--- src/rtl/fetch_queue_unit.sv ---
// Instruction fetch stage: owns the PC, issues req/ack fetches and buffers returned instructions for decode.
// Optional macro FETCH_STATS_EN adds push/redirect counters on stat_fetched/stat_flushed.
module fetch_queue_unit #(
    parameter int                ADDR_W   = 32,
    parameter int                DATA_W   = 32,
    parameter int                DEPTH    = 4,
    parameter logic [ADDR_W-1:0] RESET_PC = '0
) (
    input  logic              Clock,
    input  logic              Reset,
    output logic              imem_req,
    output logic [ADDR_W-1:0] imem_addr,
    input  logic              imem_ack,
    input  logic [DATA_W-1:0] imem_rdata,
    input  logic              Jump,
    input  logic [25:0]       jump_index,
    input  logic              Branch,
    input  logic              Zero,
    input  logic [ADDR_W-1:0] br_pc,
    input  logic [ADDR_W-1:0] br_imm,
    output logic              inst_valid,
    input  logic              inst_ready,
    output logic [DATA_W-1:0] inst_data,
    output logic [ADDR_W-1:0] inst_pc
`ifdef FETCH_STATS_EN
    ,
    output logic [31:0]       stat_fetched,
    output logic [31:0]       stat_flushed
`endif
);

    localparam int PTR_W = $clog2(DEPTH);
    localparam int CNT_W = PTR_W + 1;

    typedef enum logic [1:0] {FETCH, WAIT, DROP} state_t;

    state_t            state_q, state_d;
    logic [ADDR_W-1:0] pc_q, pc_d;
    logic [PTR_W-1:0]  rdPtr_q, wrPtr_q;
    logic [CNT_W-1:0]  count_q, count_d;
    logic [DATA_W-1:0] dataMem [DEPTH];
    logic [ADDR_W-1:0] pcMem [DEPTH];

    logic              redirect, full, push, pop;
    logic [ADDR_W-1:0] brPcPlus4, branchTarget, jumpTarget, redirectTarget;

    assign redirect     = Jump | (Branch & Zero);
    assign brPcPlus4    = br_pc + ADDR_W'(4);
    assign branchTarget = brPcPlus4 + (br_imm << 2);

    generate
        if (ADDR_W > 28) begin : g_jumpHi
            assign jumpTarget = {brPcPlus4[ADDR_W-1:28], jump_index, 2'b00};
        end else begin : g_jumpLo
            assign jumpTarget = {jump_index, 2'b00};
        end
    endgenerate

    assign redirectTarget = Jump ? jumpTarget : branchTarget;

    assign full       = (count_q == CNT_W'(DEPTH));
    assign inst_valid = (count_q != '0);
    assign inst_data  = inst_valid ? dataMem[rdPtr_q] : '0;
    assign inst_pc    = inst_valid ? pcMem[rdPtr_q]   : '0;
    assign pop        = inst_valid & inst_ready;
    // A request is only ever issued with room in the queue, so a push normally never meets a full queue.
    assign push       = (state_q == WAIT) & imem_ack & ~redirect & (~full | pop);

    assign imem_req  = ~Reset & (state_q == FETCH) & ~full;
    assign imem_addr = {pc_q[ADDR_W-1:2], 2'b00};

    always_comb begin
        state_d = state_q;
        pc_d    = pc_q;
        case (state_q)
            FETCH: begin
                if (redirect) state_d = imem_req ? DROP : FETCH;
                else if (imem_req) state_d = WAIT;
            end
            WAIT: begin
                if (redirect) state_d = imem_ack ? FETCH : DROP;
                else if (imem_ack) state_d = FETCH;
            end
            DROP: begin
                // A redirect while dropping keeps dropping unless the squashed ack has just arrived.
                if (imem_ack) state_d = FETCH;
            end
            default: state_d = FETCH;
        endcase
        if (redirect) pc_d = redirectTarget;
        else if (push) pc_d = pc_q + ADDR_W'(4);
    end

    always_comb begin
        count_d = count_q;
        case ({push, pop})
            2'b10:   count_d = count_q + CNT_W'(1);
            2'b01:   count_d = count_q - CNT_W'(1);
            default: count_d = count_q;
        endcase
    end

    always_ff @(posedge Clock) begin
        if (Reset) begin
            state_q <= FETCH;
            pc_q    <= RESET_PC;
            rdPtr_q <= '0;
            wrPtr_q <= '0;
            count_q <= '0;
        end else if (redirect) begin
            state_q <= state_d;
            pc_q    <= pc_d;
            rdPtr_q <= '0;
            wrPtr_q <= '0;
            count_q <= '0;
        end else begin
            state_q <= state_d;
            pc_q    <= pc_d;
            count_q <= count_d;
            if (push) wrPtr_q <= wrPtr_q + PTR_W'(1);
            if (pop)  rdPtr_q <= rdPtr_q + PTR_W'(1);
        end
    end

    always_ff @(posedge Clock) begin
        if (!Reset && push) begin
            dataMem[wrPtr_q] <= imem_rdata;
            pcMem[wrPtr_q]   <= pc_q;
        end
    end

`ifdef FETCH_STATS_EN
    always_ff @(posedge Clock) begin
        if (Reset) begin
            stat_fetched <= '0;
            stat_flushed <= '0;
        end else begin
            if (push)     stat_fetched <= stat_fetched + 32'd1;
            if (redirect) stat_flushed <= stat_flushed + 32'd1;
        end
    end
`endif

endmodule

--- config.mk ---
export PLATFORM = sky130hd
export DESIGN_NAME = fetch_queue_unit
export DESIGN_NICKNAME = d
export VERILOG_FILES = /design/src/rtl/fetch_queue_unit.sv
export SDC_FILE = /design/constraint.sdc
export NUM_CORES = 1
export LEC_CHECK = 0
export BUFFER_PORTS_ARGS = -buffer_cell sky130_fd_sc_hd__clkbuf_2
export CAP_MARGIN = 25
export CORE_MARGIN = 5
export CORE_UTILIZATION = 25
export CTS_CLUSTER_SIZE = 12
export DETAILED_ROUTE_END_ITERATION = 10
export PLACE_DENSITY = 0.42
export SYNTH_ARGS = -nofsm -noshare
export SYNTH_HDL_FRONTEND = slang
export SYNTH_SLANG_ARGS = --single-unit
--- constraint.sdc ---
create_clock -name Clock -period 5.35 [get_ports Clock]
set_clock_uncertainty 0.1 [all_clocks]
set_input_delay 0.535 -clock Clock [delete_from_list [all_inputs] [get_ports Clock]]
set_output_delay 0.535 -clock Clock [all_outputs]
set_load 0.05 [all_outputs]
==> metrics.txt <==
synth top area cells=edfxtp_1, mux4_2, dfxtp_1, ha_1, and2_1; Worst R2R Start=count_q[2]$_SDFFE_PP0P_; post-CTS setup buffers=0; gpl congestion=0.857; Total GRT Usage=12.8%; worst slack at placement=1020 ps; Max IR drop VDD=0.143 mV; Post-DP HPWL=28.7 mm; Worst-Skew Late Latency=500 ps; FF-to-FF End=count_q[2]$_SDFFE_PP0P_; synthesized cell area=14600 um2; CP max FO=6; crit path time final=3830 ps; Final Setup Violations=0; CTS Buf Count=34; Critical Path End=pc_q[29]$_SDFFE_PP0P_; PD cells=304 nW/um2; Syn Inst Count=1085; height of the chip=252 um; CTS root buf=clkbuf_16; Fin Setup TNS=0 ps; port bufs=222; Synth-to-Final Area Change=19.8%; grt ovf=0; routed vias/inst=4.61; largest family of logic cells by synthesized area=simple AND/OR/NAND/NOR gates; Final Hold Vio Count=0; Leak Pwr=6.15 nW; post-route core utilization=30.2%; Netlist cell types=71; status=finished clean; multiplexer share of the synthesized area=10.4%; CTS resizes=0; Post-synth top flop=edfxtp_1; Worst Path Class, Setup=input port to flip-flop; startpoint types=input port; final worst slack=1520 ps; Total Wirelength=41.6 mm; Max-Cap Viols=0; DRT Pass-1 Iters=4; worst hold slack=151 ps; Final nets=1453; Yosys top cell area share=52.7%; Post-synth EDFFs=256; worst reg2reg path depth=9; area fraction in compound gates after synthesis=9.11%; RSZ-0062 raised after global routing=no; critical path required time=5640 ps; simple-gate share of the synthesized area=11.0%; # IOs=227; vias in the first global route=10097; R2R setup slack=2380 ps; Num Clock Sinks=299; vias post-DR=9517; Synth Register Bits=299; ant diodes=0; Worst setup EP type=flip-flop; Post-DRT Antenna Nets=0; Hold WC Path Type=input port to flip-flop; CTS Buffer Depth=3; CP arrival=4120 ps; global-route wire length before repair=62.9 mm; TritonCTS clock tree=built; synth cell count leaders=edfxtp_1, and2_1, mux4_2; most frequent cell after synthesis=edfxtp_1; proportion of layout cells with a drive suffix above 1=28.2%; initial antenna violation count=2; drt initial violations=455; fmax=261 MHz; Initial Util=25.2%; asr flop ratio synth=0%; post-synthesis average cell area=13.4 um2; Core Area=57800 um2; Clock Pin Slew Worst Setup and Hold Paths=60 ps; die width=252 um; Seq/Total Area, Yosys=58.6%; Synth Warn #=0; row count=88; worst slew pin tran=1030 ps; H-tree levels=2; wire per inst=20.1 um; Fillers=5941; fin. max-slew vios=0; xor and xnor area share after synthesis=3.72%; CTS Hold Bufs=0; Adder-Cell Fraction of Synth Area=3.70%; worst rel slew slack=31.3%; largest net degree at the start of global routing=52; Power, Total=0.00531 W; largest area contributor in the netlist=edfxtp_1; Worst Setup SP=br_pc[4]; die area=63300 um2; DRC viols=0; Final period util=71.6%
## cells in the final DEF (no fill, tap or decap), types with 37 or more instances in the layout
cell	instances
dfxtp_1	41
a21oi_1	57
clkbuf_16	37
clkbuf_2	222
nand3_1	40
xnor2_1	42
and2_1	72
edfxtp_1	256
nand2_1	63
mux4_2	64
ha_1	40
nor2_1	52
## area by class of cell
class	instances	area [um2]	share of cell area (%)
sequential	299	8560	48.9
multi-input combinational	685	5570	31.8
timing repair buffer	238	1280	7.33
tap	765	957	5.48
clock buffer	43	948	5.43
inverter	24	90.1	0.515
clock inverter	11	81.3	0.465
## sequential cells by signal, summed over array words and instances (netlist names), named ones only
register and flops:
rdPtr_q 2, dataMem 128, pcMem 128, wrPtr_q 2
state_q 2, pc_q 32, count_q 3
## power breakdown
group	switching, W	leakage [nW]	internal (W)
clock network	0.000896	0.493	0.00129
registers	0.0000541	2.68	0.00255
logic	0.000329	2.98	0.000187
## worst min-delay path by stage
stage | slack, ps | startpoint | endpoint | cells past startpoint
after floorplan | 360 | pc_q[0]$_SDFFE_PP0P_ | pcMem[0][0]$_DFFE_PP_ | 0
after global placement | 380 | wrPtr_q[0]$_SDFFE_PP0P_ | wrPtr_q[0]$_SDFFE_PP0P_ | 2
after detailed placement | 390 | count_q[1]$_SDFFE_PP0P_ | count_q[1]$_SDFFE_PP0P_ | 2
after CTS | 110 | imem_rdata[17] | dataMem[2][17]$_DFFE_PP_ | 1
after global routing | 120 | imem_rdata[17] | dataMem[2][17]$_DFFE_PP_ | 1
final | 150 | imem_rdata[17] | dataMem[2][17]$_DFFE_PP_ | 1
## cells by family after synthesis
logic type               after synthesis
AND/OR/NAND/NOR                      306
flip-flops                           299
AO/OA/AOI/OAI                        201
buffers and inverters                102
multiplexers                          72
XOR/XNOR                              62
adder cells (fa/ha/maj)               42
other                                  1
## worst max-delay path, cell delays in order
cell and delay [ps]:
clkbuf_2 130, and4_1 340, nand2_1 150, nor3_1 580, xor2_1 170, ha_1 380
and3_4 200, a221o_1 330, a31oi_1 220, o221ai_2 170, o21ai_2 300, o31ai_4 120
a31o_1 250, a211o_1 240
## metrics by stage
stage | instance area [um2] | cells
floorplan | 14600 | 1086
global placement | 16400 | 2011
detailed placement | 16400 | 2011
CTS | 17500 | 2065
global route | 17500 | 2065
finish | 17500 | 2065
## layer usage
layer	up-vias	track usage [%]	wire, um	part of all wire (%)
met5	-	0	25	0.060
met3	61	2.57	1900	4.6
met4	4	3.41	946	2.3
met1	4670	17.6	19400	47
li1	4550	-	-	-
met2	232	20.8	19300	46
Note: power is estimated with default switching activity, not from simulation.
